**src/rtl/ctrl_pkg.sv**
```systemverilog
// Shared encodings for the multi-cycle RISC-V main controller:
// state codes, opcodes and datapath select values.
package ctrl_pkg;

  typedef enum logic [3:0] {
    S_FETCH    = 4'd0,
    S_DECODE   = 4'd1,
    S_EXEC_R   = 4'd2,
    S_EXEC_I   = 4'd3,
    S_MEM_ADDR = 4'd4,
    S_MEM_RD   = 4'd5,
    S_MEM_WR   = 4'd6,
    S_WB_ALU   = 4'd7,
    S_WB_MEM   = 4'd8,
    S_BRANCH   = 4'd9,
    S_JAL      = 4'd10,
    S_TRAP     = 4'd11
  } state_e;

  localparam logic [6:0] OPC_LOAD   = 7'b0000011;
  localparam logic [6:0] OPC_STORE  = 7'b0100011;
  localparam logic [6:0] OPC_BRANCH = 7'b1100011;
  localparam logic [6:0] OPC_OP     = 7'b0110011;
  localparam logic [6:0] OPC_OP_IMM = 7'b0010011;
  localparam logic [6:0] OPC_JAL    = 7'b1101111;

  localparam logic [1:0] ALU_ADD = 2'b00;
  localparam logic [1:0] ALU_SUB = 2'b01;
  localparam logic [1:0] ALU_R   = 2'b10;
  localparam logic [1:0] ALU_I   = 2'b11;

  localparam logic [1:0] SRC_A_PC     = 2'b00;
  localparam logic [1:0] SRC_A_OLD_PC = 2'b01;
  localparam logic [1:0] SRC_A_RS1    = 2'b10;

  localparam logic [1:0] SRC_B_RS2  = 2'b00;
  localparam logic [1:0] SRC_B_FOUR = 2'b01;
  localparam logic [1:0] SRC_B_IMM  = 2'b10;

  localparam logic [1:0] M2R_ALUOUT = 2'b00;
  localparam logic [1:0] M2R_MDR    = 2'b01;
  localparam logic [1:0] M2R_PC     = 2'b10;

  // States that hold a memory request open until mem_ready.
  function automatic logic is_wait_state(input state_e s);
    return (s == S_FETCH) || (s == S_MEM_RD) || (s == S_MEM_WR);
  endfunction

endpackage

```
**src/rtl/mem_wait_timer.sv**
```systemverilog
// Counts cycles a memory request has been waiting; expired is high once
// the count has reached MAX_WAIT. clear has priority over count.
module mem_wait_timer #(
  parameter int MAX_WAIT = 15
) (
  input  logic clk,
  input  logic rst,
  input  logic clear,
  input  logic count,
  output logic expired
);

  localparam logic [7:0] LIMIT = 8'(MAX_WAIT);

  logic [7:0] cnt_q;
  logic [7:0] cnt_d;

  always_comb begin
    cnt_d = cnt_q;
    if (clear) begin
      cnt_d = 8'd0;
    end else if (count && (cnt_q != LIMIT)) begin
      cnt_d = cnt_q + 8'd1;
    end
  end

  always_ff @(posedge clk) begin
    if (rst) begin
      cnt_q <= 8'd0;
    end else begin
      cnt_q <= cnt_d;
    end
  end

  assign expired = (cnt_q == LIMIT);

endmodule

```
**src/rtl/multicycle_ctrl.sv**
```systemverilog
// Multi-cycle main control FSM: sequences fetch, decode, execute, memory
// and write-back one step per cycle, with bounded memory waits and traps.
module multicycle_ctrl
  import ctrl_pkg::*;
#(
  parameter int MAX_WAIT = 15,
  parameter int EN_ITYPE = 1
) (
  input  logic       clk,
  input  logic       rst,
  input  logic [6:0] opcode,
  input  logic       mem_ready,
  input  logic       zero,
  output logic       mem_read,
  output logic       mem_write,
  output logic       iord,
  output logic       ir_write,
  output logic       pc_write,
  output logic       pc_src,
  output logic [1:0] alu_src_a,
  output logic [1:0] alu_src_b,
  output logic [1:0] alu_op,
  output logic       reg_write,
  output logic [1:0] mem_to_reg,
  output logic       illegal,
  output logic       timeout,
  output logic [3:0] state
);

  state_e state_q, state_d;
  logic   is_load_q, is_load_d;
  logic   illegal_q, illegal_d;
  logic   timeout_q, timeout_d;
  logic   timer_clear, timer_count, timer_expired;

  // Memory handshake: mem_read/mem_write and iord are held constant in a
  // wait state until mem_ready is sampled high on a rising edge; that edge
  // completes the access. A wait state whose counter has already reached
  // MAX_WAIT traps unless mem_ready is high in that same cycle.
  mem_wait_timer #(.MAX_WAIT(MAX_WAIT)) u_timer (
    .clk     (clk),
    .rst     (rst),
    .clear   (timer_clear),
    .count   (timer_count),
    .expired (timer_expired)
  );

  assign timer_clear = (state_d != state_q);
  assign timer_count = is_wait_state(state_q) && !mem_ready;

  always_comb begin
    state_d   = state_q;
    is_load_d = is_load_q;
    illegal_d = illegal_q;
    timeout_d = timeout_q;
    case (state_q)
      S_FETCH: begin
        if (mem_ready) begin
          state_d = S_DECODE;
        end else if (timer_expired) begin
          state_d   = S_TRAP;
          timeout_d = 1'b1;
        end
      end
      S_DECODE: begin
        is_load_d = (opcode == OPC_LOAD);
        case (opcode)
          OPC_OP:              state_d = S_EXEC_R;
          OPC_LOAD, OPC_STORE: state_d = S_MEM_ADDR;
          OPC_BRANCH:          state_d = S_BRANCH;
          OPC_JAL:             state_d = S_JAL;
          OPC_OP_IMM: begin
            if (EN_ITYPE != 0) begin
              state_d = S_EXEC_I;
            end else begin
              state_d   = S_TRAP;
              illegal_d = 1'b1;
            end
          end
          default: begin
            state_d   = S_TRAP;
            illegal_d = 1'b1;
          end
        endcase
      end
      S_EXEC_R, S_EXEC_I: state_d = S_WB_ALU;
      S_MEM_ADDR:         state_d = is_load_q ? S_MEM_RD : S_MEM_WR;
      S_MEM_RD: begin
        if (mem_ready) begin
          state_d = S_WB_MEM;
        end else if (timer_expired) begin
          state_d   = S_TRAP;
          timeout_d = 1'b1;
        end
      end
      S_MEM_WR: begin
        if (mem_ready) begin
          state_d = S_FETCH;
        end else if (timer_expired) begin
          state_d   = S_TRAP;
          timeout_d = 1'b1;
        end
      end
      S_WB_ALU, S_WB_MEM, S_BRANCH, S_JAL: state_d = S_FETCH;
      S_TRAP:  state_d = S_TRAP;
      default: state_d = S_FETCH;
    endcase
  end

  always_ff @(posedge clk) begin
    if (rst) begin
      state_q   <= S_FETCH;
      is_load_q <= 1'b0;
      illegal_q <= 1'b0;
      timeout_q <= 1'b0;
    end else begin
      state_q   <= state_d;
      is_load_q <= is_load_d;
      illegal_q <= illegal_d;
      timeout_q <= timeout_d;
    end
  end

  always_comb begin
    mem_read   = 1'b0;
    mem_write  = 1'b0;
    iord       = 1'b0;
    ir_write   = 1'b0;
    pc_write   = 1'b0;
    pc_src     = 1'b0;
    alu_src_a  = SRC_A_PC;
    alu_src_b  = SRC_B_RS2;
    alu_op     = ALU_ADD;
    reg_write  = 1'b0;
    mem_to_reg = M2R_ALUOUT;
    case (state_q)
      S_FETCH: begin
        mem_read  = 1'b1;
        alu_src_a = SRC_A_PC;
        alu_src_b = SRC_B_FOUR;
        ir_write  = mem_ready;
        pc_write  = mem_ready;
      end
      S_DECODE: begin
        // Precompute the branch/JAL target from the instruction's own PC.
        alu_src_a = SRC_A_OLD_PC;
        alu_src_b = SRC_B_IMM;
      end
      S_EXEC_R: begin
        alu_src_a = SRC_A_RS1;
        alu_src_b = SRC_B_RS2;
        alu_op    = ALU_R;
      end
      S_EXEC_I: begin
        alu_src_a = SRC_A_RS1;
        alu_src_b = SRC_B_IMM;
        alu_op    = ALU_I;
      end
      S_MEM_ADDR: begin
        alu_src_a = SRC_A_RS1;
        alu_src_b = SRC_B_IMM;
      end
      S_MEM_RD: begin
        mem_read = 1'b1;
        iord     = 1'b1;
      end
      S_MEM_WR: begin
        mem_write = 1'b1;
        iord      = 1'b1;
      end
      S_WB_ALU: reg_write = 1'b1;
      S_WB_MEM: begin
        reg_write  = 1'b1;
        mem_to_reg = M2R_MDR;
      end
      S_BRANCH: begin
        alu_src_a = SRC_A_RS1;
        alu_src_b = SRC_B_RS2;
        alu_op    = ALU_SUB;
        pc_src    = 1'b1;
        pc_write  = zero;
      end
      S_JAL: begin
        reg_write  = 1'b1;
        mem_to_reg = M2R_PC;
        pc_write   = 1'b1;
        pc_src     = 1'b1;
      end
      default: ;
    endcase
    // Nothing is strobed while reset is held, so an in-flight access is dropped.
    if (rst) begin
      mem_read   = 1'b0;
      mem_write  = 1'b0;
      iord       = 1'b0;
      ir_write   = 1'b0;
      pc_write   = 1'b0;
      pc_src     = 1'b0;
      alu_src_a  = SRC_A_PC;
      alu_src_b  = SRC_B_RS2;
      alu_op     = ALU_ADD;
      reg_write  = 1'b0;
      mem_to_reg = M2R_ALUOUT;
    end
  end

  assign illegal = illegal_q;
  assign timeout = timeout_q;
  assign state   = state_q;

endmodule

```
**config.mk**
```make
export PLATFORM = sky130hd
export DESIGN_NAME = multicycle_ctrl
export DESIGN_NICKNAME = d
export VERILOG_FILES = /design/src/rtl/ctrl_pkg.sv /design/src/rtl/mem_wait_timer.sv /design/src/rtl/multicycle_ctrl.sv
export SDC_FILE = /design/constraint.sdc
export NUM_CORES = 1
export LEC_CHECK = 0
export ABC_AREA = 1
export CAP_MARGIN = 20
export CORE_ASPECT_RATIO = 0.9
export CORE_MARGIN = 2
export CORE_UTILIZATION = 35
export DETAILED_ROUTE_END_ITERATION = 8
export PLACE_DENSITY_LB_ADDON = 0.3
export SETUP_SLACK_MARGIN = 0.05
export SKIP_CTS_REPAIR_TIMING = 1
export SLEW_MARGIN = 20
export SYNTH_ARGS = -nofsm -noshare
export SYNTH_HDL_FRONTEND = slang
export SYNTH_HIERARCHICAL = 1
export SYNTH_SLANG_ARGS = --single-unit
```
**constraint.sdc**
```tcl
create_clock -name clk -period 2.3 [get_ports clk]
set_clock_uncertainty 0.2 [all_clocks]
set_input_delay 0.575 -clock clk [delete_from_list [all_inputs] [get_ports clk]]
set_output_delay 0.575 -clock clk [all_outputs]
set_load 0.005 [all_outputs]
```
==> results.toml <==
[status]
status = "complete, but fails checks"
violations = "negative setup slack"

[logic_synthesis]
synth_nets = 226
synth_top_area_share_pct = 24.8
synth_edf_count = 0
synth_seq_cells = 15
async_flop_share_pct = 0
ys_top_cells_by_count = "51 x nand2_1, 48 x nor2_1, 30 x inv_1"
ys_types = 28
syn_inst = 214
yosys.area.top_type = "dfxtp_1"
ys_warn_count = 6
synth_ff_type = "dfxtp_1"
syn_area_um2 = 1210
synthTopCellsByArea = "dfxtp_1 25%, nand2_1 16%, nor2_1 15%"
post-synth-top-count-cell = "nand2_1"
yosysSeqAreaShare_pct = 24.8
syn_area_per_cell_um2 = 5.65

[timing]
fin_setup_tns_ns = -0.555
hold_viol = 0
holdWs_ns = 0.279
period_minus_slack_ns = 2.47
rsz0062_at_grt = "true"
slew_viol_final = 0
setup_viol = 4
max-slew-margin-rel_pct = 82.9
worst_pin_slew_ns = 0.255
finalWorstSetupSlack_ns = -0.168
min_period_over_period_pct = 107
fmax_ghz = 0.405

[critical_path]
cp.arrival_ns = 1.69
r2r_slack_ns = 0.08
rr_endpoint = "u_timer/cnt_q[0]$_SDFFE_PP0P_"
path_class = "reg -> out"
cp_max_fo = 5
critical_path_required_ns = 1.52
crit_path_start_kind = "flop"
ff2ff_path_depth = 16
end_kind = "primary output"
rr_startpoint = "u_timer/cnt_q[1]$_SDFFE_PP0P_"

[cells_and_area]
fin_cells = 347
syn2layout_area_growth_pct = 84.3
diodes = 0
drive_above_1_share_pct = 40.9
nets = 316

[die]
die_w_um = 65.9
initial_core_util_pct = 36.0
rows = 20
core_area_um2 = 3350
io_pins = 32
dieArea_um2 = 3940
die_y_um = 59.8

[placed_design]
io_buffers = 31
numPlacedInstances = 332
place_congestion = 0.899
dp_hpwl_mm = 2.74

[grt]
grt.overflow.total = 0
antenna_found_initial = 0
grt_pass1_wl_mm = 5.78
grt_pass1_vias = 1366
grt_max_degree = 17
grt_usage_pct = 18.5

[route]
drc = 0
avgViaCountPerCell = 4.70
ant_nets = 0
drt-initial-drc-count = 72
num_vias = 1631
routed_wl_mm = 3.80
wl_per_cell_um = 11.0
drt-pass1-iter-count = 4

[hold_path]
min_from = "timeout$_SDFFE_PP0P_"
whs_endpoint = "timeout$_SDFFE_PP0P_"
hold_path.class = "reg -> reg"
min_path_cells = 1

[clock_tree]
path_clk_slew_ns = 0.06
h-tree-depth = 1
cts_buffer_depth = 2
insertion_delay_ns = 0.24
cts_made_buffers = 3
tritoncts = "built"
cts-root-buf = "clkbuf_8"
clock-sinks = 15

[power]
leakage_uw = 0.00123
vdd_ir_drop_max_v = 0.000337
power_density_nw_per_um2 = 893

[job]
maxCapViolCount = 0
sequential cells by signal, indices dropped and copies added, names as in the netlist:
signal,cells
illegal,1
is_load_q,1
state,4
timeout,1
u_timer/cnt_q,8
worst max-delay path: stages, from the launching register on:
cell             delay [ns]
dfxtp_4                0.35
nor2_4                 0.18
nand2_2                0.10
buf_4                  0.16
a21oi_1                0.14
clkdlybuf4s50_1        0.51
worst max-delay path by stage:
stage                                              from                             to  slack [ns]  cells after the start
after detailed placement                            rst                      alu_op[0]       -0.46                      6
after global routing                state[1]$_SDFF_PP0_                       mem_read       -0.26                      6
after CTS                                           rst                      alu_op[0]       -0.46                      6
after global placement                              rst                      alu_op[0]       -0.42                      6
after floorplan           u_timer/cnt_q[0]$_SDFFE_PP0P_  u_timer/cnt_q[4]$_SDFFE_PP0P_        0.07                     15
final                               state[3]$_SDFF_PP0_                       mem_read       -0.17                      5
placed cells by master (no fill, tap or decap), drive strengths merged, types with 3 or more instances in the layout:
cell type	Yosys	routed
nand3	23	23
clkbuf	1	6
dlymetal6s2s	0	17
inv	33	33
nand2	55	55
a21oi	13	13
clkdlybuf4s50	0	11
a31oi	3	3
buf	2	58
dfxtp	15	15
o21ai	5	5
nor2	53	53
cell type report:
| class | count | area [um^2] |
|---|---|---|
| fill | 303 | 1130 |
| inverter | 33 | 124 |
| multi-input combinational | 163 | 905 |
| tap | 44 | 55.1 |
| sequential | 15 | 313 |
| timing repair buffer | 88 | 786 |
| clock buffer | 4 | 45.0 |
routing by layer:
metal	vias to the layer above	routed length [um]	share of wire, %	track usage, %
met5	-	0	0	0
met4	0	26	0.68	3.50
met3	2	131	3.4	2.82
met2	33	1800	47	28.6
met1	744	1840	48	27.4
li1	852	-	-	-
power by group:
part           internal [uW]  switching [uW]
Combinational            709             695
Clock                    122            86.9
Sequential               315            59.3
per-stage QoR:
step           utilization, %  setup slack [ns]  cell area (um^2)  power, uW
6_report                 66.4            -0.168              2230       1990
3_5_place_dp             57.1            -0.461              1920       1570
3_3_place_gp             57.1            -0.420              1920       1560
4_1_cts                  58.5            -0.463              1960       1790
5_1_grt                  66.4            -0.263              2230       2160
2_1_floorplan               -            0.0713              1210        989
kinds of logic (layout without fill, tap and decap cells):
| group | Yosys count | after routing | share of synthesized area, % |
|---|---|---|---|
| flip-flops | 15 | 15 | 24.8 |
| buffers and inverters | 36 | 125 | 11.8 |
| AO/OA/AOI/OAI | 25 | 25 | 12.1 |
| XOR/XNOR | 1 | 1 | 0.725 |
| AND/OR/NAND/NOR | 136 | 136 | 49.5 |
| adder cells (fa/ha/maj) | 1 | 1 | 1.04 |
No activity file was read; power rests on OpenSTA's default activity.
==> RTL change: new RTL, same flow settings <==
`EN_ITYPE`: 1 -> 0.
--- a/src/rtl/multicycle_ctrl.sv
+++ b/src/rtl/multicycle_ctrl.sv
@@ -4,7 +4,7 @@
   import ctrl_pkg::*;
 #(
   parameter int MAX_WAIT = 15,
-  parameter int EN_ITYPE = 1
+  parameter int EN_ITYPE = 0
 ) (
   input  logic       clk,
   input  logic       rst,
Check against the original RTL: not equivalent (a bounded check fails within 4 cycles, from zero or initial values and one cycle with rst high).
==> RTL change against the unedited design <==
- the flow still finishes with violations (setup timing)
- power is 15% higher
- global-route usage is 0.11 points lower
- final area rose by 3.3%
- cell count down 3.2%
- clock power is 6% higher
- sequential cell count did not move
- setup slack improved by 160 ps
- via count fell by 0.43%
- sequential share of layout area is 0.34 points lower
- area after synthesis up 1.7%
- wire length rose by 11%
- count of clock-buffer cells in the layout stayed put
- synthesized cell count down 1.9%
==> RTL change: results (changes against the unedited design) <==
Synthesis
  – Commonest cells in the netlist: sky130_fd_sc_hd__nor2_1 (50), sky130_fd_sc_hd__nand2_1 (47), sky130_fd_sc_hd__inv_1 (25) (was sky130_fd_sc_hd__nand2_1 (51), sky130_fd_sc_hd__nor2_1 (48), sky130_fd_sc_hd__inv_1 (30))
  – Net count after synthesis: 222 (was 226)
  – Portion of the post-synthesis area used by sequential elements: 24.44% (was 24.84%)
  – Number of unique standard cell types used by synthesis: 27 (was 28)
  – Gate count after technology mapping: 210 (was 214)
  – Top post-synthesis cells by area: sky130_fd_sc_hd__dfxtp_1 (24%), sky130_fd_sc_hd__nor2_1 (15%), sky130_fd_sc_hd__nand2_1 (14%) (was sky130_fd_sc_hd__dfxtp_1 (25%), sky130_fd_sc_hd__nand2_1 (16%), sky130_fd_sc_hd__nor2_1 (15%))
  – Count of synthesis-stage warnings from yosys: 6 (unchanged)

Routing
  – Wire length on met2: 2.097 mm (was 1.803 mm)
  – Residual DRC: 0 (unchanged)
  – Sum of routed wire length over all layers: 4.230 mm (was 3.801 mm)
  – DR WL/cell: 12.59 um (was 10.95 um)
  – Number of vias per cell after detailed routing: 4.833 (was 4.700)
  – Amount of wire on met3 after detailed routing: 202 um (was 131 um)
  – Met1 WL: 1.904 mm (was 1.840 mm)

STA
  – Final number of max-transition violations: 0 (unchanged)
  – Final critical-path setup slack: -5.106 ps (was -167.6 ps)
  – Total negative slack: -5.106 ps (was -554.5 ps)
  – Setup Viol. Count Final: 1 (was 4)
  – Worst-margin pin slew: 289.8 ps (was 255.2 ps)

Global route
  – Pin count of the biggest net entering global routing: 21 (was 17)
  – M3 GR Usage: 4.708% (was 2.825%)
  – Met1 global-route usage: 25.59% (was 27.43%)
  – Via count of the first global-routing pass: 1304 (was 1366)
  – Wire length of the first global-routing pass: 5.664 mm (was 5.775 mm)
  – Met2 track demand over resource in global routing: 28.86% (was 28.57%)
  – Global-route usage over all layers: 18.39% (was 18.50%)

Power
  – Peak supply drop: 0.6088 mV (was 0.3375 mV)
  – Switching fraction of total power: 43.79% (was 42.30%)
  – Combinational cell power: 1.68 mW (was 1.40 mW)
  – Portion of total power attributed to the clock network: 9.7% (was 10.5%)
  – Leakage power figure: 1.264 nW (was 1.230 nW)

Place
  – Detailed-placement wirelength estimate: 2.681 mm (was 2.737 mm)
  – GPL Wtd Cong: 0.8176 (was 0.8986)
  – Placed Cells: 321 (was 332)

Status
  – Violated checks: setup timing (unchanged)
  – Outcome: finished, violations left (unchanged)

Worst setup path
  – CP Max Fanout: 6 (was 5)
  – Arr. time, crit path: 1530 ps (was 1690 ps)

Final layout
  – Antenna diodes: 0 (unchanged)
  – FILL cells: 267 (was 303)
  – Share of layout cells above drive strength 1: 41.10% (was 40.92%)
  – Largest register by flop count: u_timer/cnt_q (unchanged)
## RTL change: logic make-up after synthesis
kind of cell,Yosys count,share of synthesized area [%]
xor+xnor,1,0.7130
flops,15,24.44
simple gates,138,52.24
compound gates,23,10.79
buf+inv,32,10.79
fa+ha+maj,1,1.018
## RTL change: final cells by class
cell class                      count  area, um^2  area share [%]
Timing Repair Buffer               81       778.2           33.82
Tap cell                           44       55.05           2.393
Multi-Input combinational cell    163       985.9           42.85
Sequential cell                    15       315.3           13.70
Inverter                           29       121.4           5.275
Clock buffer                        4       45.04           1.958
## RTL change: worst paths after layout
| check | from | to | slack, ps | cells past startpoint |
|---|---|---|---|---|
| worst max-delay path | state[1] | pc_write | -5 | 7 |
| worst min-delay path | illegal | illegal | 240 | 2 |
| worst max register to register | state[1] | u_timer/cnt_q[7] | 90 | 15 |
| worst min register to register | illegal | illegal | 240 | 2 |
## RTL change: per-stage QoR
step / setup WS, ps / total power, mW / utilization, % / hold WS, ps / cell area (um^2)
detailed placement: -504.7 / 1.667 / 56.04 / 240.6 / 1893
global placement: -439.9 / 1.660 / 56.04 / 235.5 / 1893
CTS: -464.4 / 1.898 / 57.37 / 249.5 / 1938
global route: -54.08 / 2.429 / 68.11 / 257.1 / 2301
finish: -5.106 / 2.282 / 68.11 / 244.8 / 2301
floorplan: 84.53 / 1.009 / - / 246.6 / 1229
## RTL change: critical path, stage by stage (launching register included)
cell                       delay [ps]
sky130_fd_sc_hd__dfxtp_4          380
sky130_fd_sc_hd__nor2_4           210
sky130_fd_sc_hd__buf_6            140
sky130_fd_sc_hd__nand3_4           80
sky130_fd_sc_hd__buf_6            130
sky130_fd_sc_hd__buf_6            110
sky130_fd_sc_hd__a31oi_4          110
sky130_fd_sc_hd__clkbuf_2         130
